### config.mk
export PLATFORM = sky130hd
export DESIGN_NAME = psc_edge_stream
export DESIGN_NICKNAME = d
export VERILOG_FILES = /design/src/rtl/psc_edge_stream.sv
export SDC_FILE = /design/constraint.sdc
export NUM_CORES = 1
export LEC_CHECK = 0
export ABC_AREA = 1
export BUFFER_PORTS_ARGS = -buffer_cell sky130_fd_sc_hd__buf_2
export CORE_MARGIN = 8
export CORE_UTILIZATION = 55
export DETAILED_ROUTE_END_ITERATION = 10
export PLACE_DENSITY_LB_ADDON = 0.15
export SLEW_MARGIN = 5
export SYNTH_ARGS = -nofsm -noshare
export SYNTH_HDL_FRONTEND = slang
export SYNTH_SLANG_ARGS = --single-unit
### constraint.sdc
create_clock -name clk -period 29.5 [get_ports clk]
set_input_delay 4.425 -clock clk [delete_from_list [all_inputs] [get_ports clk]]
set_output_delay 4.425 -clock clk [all_outputs]
set_load 0.01 [all_outputs]
### src/rtl/psc_edge_stream.sv
// psc_edge_stream: edge converter between host-side parallel words and
// slice-serial lanes toward/from the tile array. Serialize (LOAD->SHIFT)
// and deserialize (CAPTURE->PRESENT) share one control FSM.
module psc_edge_stream #(
  parameter  int unsigned CHANNELS    = 4,
  parameter  int unsigned WORD_LENGTH = 32,
  parameter  int unsigned SLICE_SIZE  = 4,
  localparam int unsigned NSLICE      = WORD_LENGTH / SLICE_SIZE,
  localparam int unsigned CW          = $clog2(NSLICE + 1)
) (
  input  logic                            clk,
  input  logic                            reset,
  input  logic [1:0]                      mode,
  input  logic                            start,
  input  logic                            msb_first,
  input  logic [CHANNELS*WORD_LENGTH-1:0] par_in,
  input  logic                            par_in_valid,
  output logic                            par_in_ready,
  output logic [CHANNELS*SLICE_SIZE-1:0]  ser_out,
  output logic                            ser_out_valid,
  input  logic [CHANNELS*SLICE_SIZE-1:0]  ser_in,
  input  logic                            ser_in_valid,
  output logic [CHANNELS*WORD_LENGTH-1:0] par_out,
  output logic                            par_out_valid,
  input  logic                            par_out_ready,
  output logic                            busy,
  output logic                            done,
  output logic [CW-1:0]                   slice_cnt
);

  localparam int unsigned BW  = (WORD_LENGTH > 1) ? $clog2(WORD_LENGTH) : 1;
  localparam int unsigned PW  = CHANNELS * WORD_LENGTH;
  localparam int unsigned SW  = CHANNELS * SLICE_SIZE;

  typedef enum logic [2:0] {
    S_IDLE,
    S_LOAD,
    S_SHIFT,
    S_CAPTURE,
    S_PRESENT,
    S_DONE
  } state_t;

  state_t        state;
  logic          msb_q;
  logic [PW-1:0] sh_q;
  logic [PW-1:0] cap_q;
  logic [PW-1:0] cap_next;
  logic [SW-1:0] ser_next;
  logic [CW-1:0] rd_k;
  logic [BW-1:0] rd_base;
  logic [BW-1:0] wr_base;

  // Bit offset inside a lane word of the slice to emit next / store now
  always_comb begin
    rd_k    = (state == S_SHIFT) ? slice_cnt + CW'(1) : '0;
    rd_base = msb_q ? BW'((NSLICE - 1 - 32'(rd_k)) * SLICE_SIZE)
                    : BW'(32'(rd_k) * SLICE_SIZE);
    wr_base = msb_q ? BW'((NSLICE - 1 - 32'(slice_cnt)) * SLICE_SIZE)
                    : BW'(32'(slice_cnt) * SLICE_SIZE);
  end

  // Per-lane slice extraction and insertion; lanes never interact
  for (genvar c = 0; c < CHANNELS; c++) begin : g_lane
    logic [WORD_LENGTH-1:0] src_w;
    logic [WORD_LENGTH-1:0] cap_w;

    // In LOAD the first slice comes straight from par_in so it can be
    // registered on the handshake edge itself
    assign src_w = (state == S_LOAD) ? par_in[c*WORD_LENGTH +: WORD_LENGTH]
                                     : sh_q[c*WORD_LENGTH +: WORD_LENGTH];
    assign ser_next[c*SLICE_SIZE +: SLICE_SIZE] = src_w[rd_base +: SLICE_SIZE];

    // Capture word with the incoming slice merged at its position
    always_comb begin
      cap_w = cap_q[c*WORD_LENGTH +: WORD_LENGTH];
      cap_w[wr_base +: SLICE_SIZE] = ser_in[c*SLICE_SIZE +: SLICE_SIZE];
    end

    assign cap_next[c*WORD_LENGTH +: WORD_LENGTH] = cap_w;
  end

  // Control FSM with registered outputs
  always_ff @(posedge clk or posedge reset) begin
    if (reset) begin
      state         <= S_IDLE;
      msb_q         <= 1'b0;
      sh_q          <= '0;
      cap_q         <= '0;
      par_in_ready  <= 1'b0;
      ser_out       <= '0;
      ser_out_valid <= 1'b0;
      par_out       <= '0;
      par_out_valid <= 1'b0;
      busy          <= 1'b0;
      done          <= 1'b0;
      slice_cnt     <= '0;
    end else begin
      done <= 1'b0;
      case (state)
        S_IDLE: begin
          if (start && (mode == 2'b01)) begin
            state        <= S_LOAD;
            msb_q        <= msb_first;
            par_in_ready <= 1'b1;
            busy         <= 1'b1;
            slice_cnt    <= '0;
          end else if (start && (mode == 2'b10)) begin
            state     <= S_CAPTURE;
            msb_q     <= msb_first;
            busy      <= 1'b1;
            slice_cnt <= '0;
          end
        end
        S_LOAD: begin
          if (par_in_valid && par_in_ready) begin
            state         <= S_SHIFT;
            sh_q          <= par_in;
            par_in_ready  <= 1'b0;
            ser_out       <= ser_next;
            ser_out_valid <= 1'b1;
            slice_cnt     <= '0;
          end
        end
        S_SHIFT: begin
          slice_cnt <= slice_cnt + CW'(1);
          if (slice_cnt == CW'(NSLICE - 1)) begin
            state         <= S_DONE;
            ser_out       <= '0;
            ser_out_valid <= 1'b0;
            done          <= 1'b1;
          end else begin
            ser_out <= ser_next;
          end
        end
        S_CAPTURE: begin
          if (ser_in_valid) begin
            cap_q     <= cap_next;
            slice_cnt <= slice_cnt + CW'(1);
            if (slice_cnt == CW'(NSLICE - 1)) begin
              state         <= S_PRESENT;
              par_out       <= cap_next;
              par_out_valid <= 1'b1;
            end
          end
        end
        S_PRESENT: begin
          if (par_out_ready) begin
            state         <= S_DONE;
            par_out_valid <= 1'b0;
            done          <= 1'b1;
          end
        end
        S_DONE: begin
          state     <= S_IDLE;
          busy      <= 1'b0;
          slice_cnt <= '0;
        end
        default: begin
          state         <= S_IDLE;
          par_in_ready  <= 1'b0;
          ser_out       <= '0;
          ser_out_valid <= 1'b0;
          par_out_valid <= 1'b0;
          busy          <= 1'b0;
          slice_cnt     <= '0;
        end
      endcase
    end
  end

endmodule
==> summary.md, run 1 <==
## Synthesis
* 20000 um^2 — post-synthesis cell area
* 51.8% — Yosys top cell area share
* 2777 — total nets after synthesis
* 28 — library cells used by synthesis
* dfrtp_1 — dominant cell type by area after synthesis
* 7.61 um^2 — Avg Synthesized Cell Area
* dfrtp_1, nand2_1, o21ai_0 — top area cells in the synthesized netlist
* 2622 — post-synthesis instance total
* 0 — number of warnings issued by yosys
* 51.8% — part of the Yosys area used for sequential elements
* 413 — synthesized flop and latch total

## Setup path
* 25.31 ns — R2R Setup Slk
* state[2] — origin of the critical flop-to-flop path
* in2reg — Worst Setup Path Type
* 29.89 ns — Critical Path RT
* input pin — element type at the critical path start
* flop — endpoint type of the worst setup path
* 8 — path depth of the worst reg2reg path
* sh_q[15] — Reg-to-Reg End
* 147 — critical path fanouts, max
* 7.53 ns — Arr. time, crit path

## Power
* 0.0121 uW — P_leak
* 2420 uW — total power draw
* 0.0000990 V — Peak supply drop
* 106 nW/um^2 — Pwr per Cell Area

## STA
* false — setup repair after global routing missed its margin
* 21.8% — Slew HR
* 0.479 ns — tightest hold margin
* 0 ns — setup total negative slack
* 0 — number of pins with negative max-slew slack in the final report
* 7.13 ns — final worst path period need
* 0.0233 ns — skew final
* 0 — count of final hold-check violations
* 24.2% — final clock period utilization by the worst path
* 1.17 ns — Slew @ Worst Pin
* 140 MHz — Max Freq
* 22.37 ns — smallest setup slack after layout
* 0 — Setup Viol. Count Final

## Flow run
* 0 — Max Cap Viol

## Clock network
* yes — CTS tree
* 2 — Max H-tree Level
* clkbuf_16 — Root Buffer Master
* 0 — post-CTS sizing
* 0.06 ns — clock slew seen by the registers of the worst setup and hold paths
* 0 — # Post-CTS Setup Buffers
* 413 — # clock sinks
* 3 — maximum buffer depth of the clock tree
* 0.57 ns — clock latency of the later-clocked register in the worst-skew pair
* 45 — clock buffer count from CTS
* 0 — count of hold-fix buffers inserted at cts

## Die
* 35700 um^2 — Core Region
* 56.0% — initial standard-cell utilization of the core
* 207 um — Die Y-Extent
* 42700 um^2 — full die area
* 306 — I/O pins
* 207 um — chip width
* 69 — number of core rows

## Place
* 0.905 — global placer's final weighted congestion
* 42300 um — sum of net half-perimeters after detailed placement
* 21.84 ns — pre-CTS setup slack
* 305 — number of input and output port buffers inserted

## Global routing
* 3 — antenna violations before repair
* 95700 um — first-pass GRT wire length
* 28.6% — total track usage
* 0 — GRT Residual Overflow
* 17100 — via count of the first global-routing pass
* 43.1% — met1 demand-to-capacity share in global routing
* 8.62% — met3 Use GR
* met1 — gr busiest metal
* 39.4% — met2 track demand over resource
* 154 — largest net degree at the start of global routing

## Worst hold path
* reg2reg — Worst Hold Class
* cap_q[93] — terminating pin of the worst hold path
* cap_q[93] — start point of the worst hold path
* 2 — instance count along the most critical hold path

## Detailed routing
* 0 — post-route DRC violation count
* 18300 — number of vias in the routed layout
* 0 — post-detailed-route count of antenna-violating nets
* 61400 um — total routed wirelength
* 2066 — DR iter-0 viols
* 5.52 — Via-to-Cell Ratio
* 7 — length of the first detailed-routing pass in iterations
* 18.5 um — mean routed wirelength per cell

## Cells and area
* 14.8% — layout-stage area growth over the synthesis result
* 64.3% — fin util
* 2979 — net count of the finished layout
* 15.4% — share of layout cells above drive strength 1
* 0 — Diodes inserted

## Status
* complete, no violations — result of the run

==> metrics by stage <==
stage	cells	cell area, um^2
CTS	3315	22900
global route	3315	22900
finish	3315	22900
global placement	3238	21400
detailed placement	3238	21400
floorplan	2622	20000
==> how the worst max path moves through the flow <==
stage / from / end / cells after the start
2_1_floorplan: reset / busy / 1
3_3_place_gp: ser_in_valid / par_out[102] / 8
3_5_place_dp: ser_in_valid / par_out[111] / 8
4_1_cts: ser_in_valid / par_out[103] / 8
5_1_grt: ser_in_valid / par_out[103] / 8
6_report: ser_in_valid / par_out[103] / 8
==> state kept, by name (all words and copies together) (netlist names), 3 cells and up <==
name and flops:
sh_q 128, slice_cnt 4, state 3, ser_out 16, cap_q 128, par_out 128
==> synthesized netlist by cell type <==
cell / instances
inv_2: 10
o21ai_0: 386
dfrtp_1: 413
buf_4: 2
o21ai_1: 94
nand2_2: 3
nor2_8: 1
ha_1: 2
buf_2: 69
xor2_2: 1
nand3b_1: 7
a21oi_1: 54
inv_1: 210
o22ai_1: 1
a21oi_2: 1
nor2_1: 67
nand3_2: 2
clkbuf_1: 74
buf_1: 10
nand3_1: 193
nand4_1: 15
nor3_1: 2
or2_2: 16
buf_6: 14
xor2_1: 4
nor2_2: 3
nor2_4: 3
nand2_1: 965
==> metal layers <==
metal	vias to the layer above	wire (um)	share of wire (%)
met3	94	7120	12
met5	-	33	0.054
li1	8750	-	-
met1	8584	27300	45
met4	6	1380	2.3
met2	849	25500	42
==> power breakdown <==
part	leakage [uW]	internal, uW	switching [uW]
clock network	0.000726	337	227
registers	0.00537	735	82.0
logic	0.00602	294	749
total	0.0121	1370	1060
==> final cells by class <==
class                      count  area (um^2)
fill                        3168        12700
sequential                   413        10300
multi-input combinational   1820         8000
timing repair buffer         324         1680
clock buffer                  70         1380
inverter                     220          843
tap                          461          577
clock inverter                 7         98.8
==> kinds of logic (layout without fill, tap and decap cells) <==
logic type      after synthesis  after routing  synth area share (%)
simple gates               1277           1277                  26.1
compound gates              536            536                  13.5
flops                       413            413                  51.8
buf+inv                     389            621                  8.31
xor+xnor                      5              5                 0.257
fa+ha+maj                     2              2                 0.125
==> worst max-delay path, cell delays in order <==
cell and delay (ns):
buf_2 0.13, inv_1 0.12, nor2_4 0.14, inv_6 0.67
nor2_8 0.14, inv_6 0.61, buf_4 0.93, o21ai_0 0.24
==> placed cells by master, fill, tap and decap left out, drive strengths merged <==
master / netlist / final
a21oi: 55 / 55
buf: 95 / 324
bufinv: 0 / 2
clkbuf: 74 / 70
clkinv: 0 / 4
clkinvlp: 0 / 1
dfrtp: 413 / 413
ha: 2 / 2
inv: 220 / 220
nand2: 968 / 968
nand3: 195 / 195
nand3b: 7 / 7
nand4: 15 / 15
nor2: 74 / 74
nor3: 2 / 2
o21ai: 480 / 480
o22ai: 1 / 1
or2: 16 / 16
xor2: 5 / 5
No activity file was read; power rests on OpenSTA's default activity.
==> inputs of run 2 (changes only) <==
--- a/config.mk
+++ b/config.mk
@@ -5,10 +5,10 @@
 export SDC_FILE = /design/constraint.sdc
 export NUM_CORES = 1
 export LEC_CHECK = 0
-export ABC_AREA = 1
+export ABC_AREA = 0
 export BUFFER_PORTS_ARGS = -buffer_cell sky130_fd_sc_hd__buf_2
 export CORE_MARGIN = 8
-export CORE_UTILIZATION = 55
+export CORE_UTILIZATION = 52
 export DETAILED_ROUTE_END_ITERATION = 10
 export PLACE_DENSITY_LB_ADDON = 0.15
 export SLEW_MARGIN = 5
==> constraint.sdc (replaced) <==
create_clock -name clk -period 6.4 [get_ports clk]
set_input_delay 0.96 -clock clk [delete_from_list [all_inputs] [get_ports clk]]
set_output_delay 0.96 -clock clk [all_outputs]
set_load 0.01 [all_outputs]
==> summary.md, run 2 <==
## Flow run
* 0 — Max Cap Viol, unchanged

## Detailed routing
* met5 — Highest Signal Layer
* 13700 — number of vias in the routed layout, -25%
* 5 — length of the first detailed-routing pass in iterations, -2
* 3460 um — WL met3, -51%
* 24500 um — total length of routed met2 wires, -4.2%
* 52200 um — total routed wirelength, -15%
* 21.9 um — mean routed wirelength per cell, +18%
* 0 — post-detailed-route count of antenna-violating nets, unchanged
* 0 — post-route DRC violation count, unchanged
* 5.77 — Via-to-Cell Ratio, +4.6%
* 781 — DR iter-0 viols, -62%
* 23100 um — wl on met1, -16%

## Die
* 36600 um^2 — Core Region, +2.7%
* 43600 um^2 — full die area, +2.1%
* 209 um — chip width, +1.1%
* 209 um — Die Y-Extent, +1.1%
* 70 — number of core rows, +1.4%
* 306 — I/O pins, unchanged
* 52.7% — initial standard-cell utilization of the core, -3.3 points

## Place
* 21100 um^2 — instance area at placement, -1.7%
* 0.793 — global placer's final weighted congestion, -12%
* 35800 um — sum of net half-perimeters after detailed placement, -15%
* 305 — number of input and output port buffers inserted, unchanged
* 2.75 ns — pre-CTS setup slack, -19.09 ns

## Cells and area
* 36.2% — share of layout cells above drive strength 1, +21 points
* dfrtp_1, buf_2, mux2_2 — most used cells in the layout excluding fill and tap cells
* 22500 um^2 — area of all placed cells without fillers, -1.8%
* cap_q (128), par_out (128), sh_q (128) — largest registers
* 2033 — net count of the finished layout, -32%
* dfrtp_1 — most common cell after layout, fill and taps aside
* 16.6% — layout-stage area growth over the synthesis result

## Global routing
* 13 — antenna violations before repair, +10
* 0 — GRT Residual Overflow, unchanged
* 82300 um — first-pass GRT wire length, -14%
* 14000 — via count of the first global-routing pass, -18%
* 195 — largest net degree at the start of global routing, +27%
* 23.8% — total track usage, -4.8 points

## STA
* 0.0196 ns — skew final, -0.00373 ns
* 0 — Setup Viol. Count Final, unchanged
* 0 — count of final hold-check violations, unchanged
* false — setup repair after global routing missed its margin
* 3.69 ns — final worst path period need
* 57.7% — final clock period utilization by the worst path
* 271 MHz — Max Freq
* 1.23 ns — Slew @ Worst Pin, +0.0580 ns
* 2.71 ns — smallest setup slack after layout, -19.66 ns
* 18.1% — Slew HR, -3.7 points
* 0 — number of pins with negative max-slew slack in the final report, unchanged

## Setup path
* flop — element type at the critical path start
* flop — endpoint type of the worst setup path
* 0.78 ns — Crit path largest cell delay, -0.15 ns
* 4.13 ns — Arr. time, crit path, -3.40 ns
* 1 — CP Buf/Inv Count, -4
* flip-flops — category of cells accounting for the largest share of critical-path delay
* ha_1, and4bb_2, xnor2_2, buf_4, mux4_2, a22oi_1, nand3_1 — cells along the critical path
* slice_cnt[0] — worst setup path startpoint
* slice_cnt[0] — origin of the critical flop-to-flop path
* dfrtp_1 — cell with the largest stage delay on the worst path
* 26 — critical path fanouts, max, -82%
* 6.83 ns — Critical Path RT, -23.06 ns
* reg2reg — Worst Setup Path Type

## Synthesis
* dfrtp_1 — most used flip-flop cell after synthesis
* 1631 — post-synthesis instance total, -38%
* 11.8 um^2 — Avg Synthesized Cell Area, +55%
* 100% — Async S/R FF share, synth, unchanged
* 0 — number of warnings issued by yosys, unchanged
* 1786 — total nets after synthesis, -36%
* 53.5% — Yosys top cell area share, +1.8 points
* 57 — library cells used by synthesis, +100%
* dfrtp_1 — most numerous cell in the Yosys netlist
* dfrtp_1 — dominant cell type by area after synthesis
* 413 — synthesized flop and latch total, unchanged
* dfrtp_1, mux2_2, nand2_1 — top post-synthesis cells by count
* 19300 um^2 — post-synthesis cell area, -3.3%
* 0 — Post-synth EDFFs, unchanged
* dfrtp_1, mux2_2, mux2i_1 — top area cells in the synthesized netlist
* 53.5% — part of the Yosys area used for sequential elements, +1.8 points

## Power
* 0.0112 uW — P_leak, -7.6%
* 0.000313 V — Peak supply drop, +220%
* 430 nW/um^2 — Pwr per Cell Area, +310%

## Status
* complete, no violations — result of the run

## Clock network
* 0.06 ns — clock slew seen by the registers of the worst setup and hold paths, about the same
* 0 — # Post-CTS Setup Buffers, unchanged
* 44 — clock buffer count from CTS, -2.2%
* 3 — maximum buffer depth of the clock tree, unchanged
* 0 — post-CTS sizing, unchanged
* 0.57 ns — clock latency of the later-clocked register in the worst-skew pair, about the same
* 413 — # clock sinks, unchanged
* 2 — Max H-tree Level, unchanged
* yes — CTS tree
* 0 — count of hold-fix buffers inserted at cts, unchanged
* clkbuf_16 — Root Buffer Master

## Worst hold path
* in2async — Worst Hold Class

run 2: changes by cell type after synthesis, moves of 92 or more:
cell | previous run | this run
inv_1 | 210 | 4
mux2_2 | 0 | 230
mux2i_1 | 0 | 144
nand2_1 | 965 | 210
nand3_1 | 193 | 30
o21ai_0 | 386 | 149
o21ai_1 | 94 | 2
run 2: layout make-up:
cell class,count,area (um^2)
Inverter,4,18.8
Clock inverter,11,138
Antenna cell,6,15.0
Timing Repair Buffer,330,1730
Fill cell,3016,14100
Tap cell,468,586
Clock buffer,62,1280
Sequential cell,413,10300
Multi-Input combinational cell,1085,8410
run 2: per-layer routing:
metal	vias to the layer above	GRT usage (%)
met1	6946	32.1
met2	359	37.7
met3	87	6.18
met5	-	0
li1	6313	-
met4	16	6.66
run 2: cell families (layout without fill, tap and decap cells):
group           after synthesis  count (layout)  synth area share, %
compound gates              240             240                 7.12
xor+xnor                      6               6                0.311
fa+ha+maj                     2               2                0.130
buf+inv                     133             407                 3.14
flops                       413             413                 53.5
mux                         427             427                 26.0
other cells                   0               6                    0
simple gates                410             410                 9.75
run 2: worst paths after layout:
path	end	slack (ns)	cells after the start
worst max-delay path	ser_out[1]	2.71	7
worst min-delay path	cap_q[105]	0.36	2
worst max register to register	ser_out[1]	2.71	7
worst min register to register	par_out[125]	0.47	2
max in group asynchronous	par_out[12]	4.64	3
min in group clk	par_out[125]	0.47	2
run 2: worst reg2reg max path: cells and delay by family (launching register included):
kind	cells	cell delay [ns]
and+or+nand+nor	2	0.53
AOI/OAI and AO/OA	1	0.21
xor gates and xnor gates	1	0.53
DFF	1	0.78
adders and majority gates	1	0.66
buffers and inverters	1	0.48
muxes	1	0.39
run 2: through the flow:
stage	util, %	std cells	setup TNS [ns]	total power (uW)	hold slack (ns)
after floorplan	-	1631	-52.70	6340	0.450
after global placement	57.6	2300	0	7060	0.456
after detailed placement	57.6	2300	0	7190	0.465
after CTS	61.5	2373	0	9740	0.339
after global routing	61.5	2378	0	10200	0.345
final	61.5	2379	0	9680	0.356
run 2: report_power, final:
part | switching (uW) | internal (uW) | leakage (uW) | total [uW]
Combinational | 1730 | 1640 | 0.00503 | 3370
Sequential | 440 | 3330 | 0.00546 | 3770
Clock | 1030 | 1500 | 0.000704 | 2530
Total | 3200 | 6480 | 0.0112 | 9680
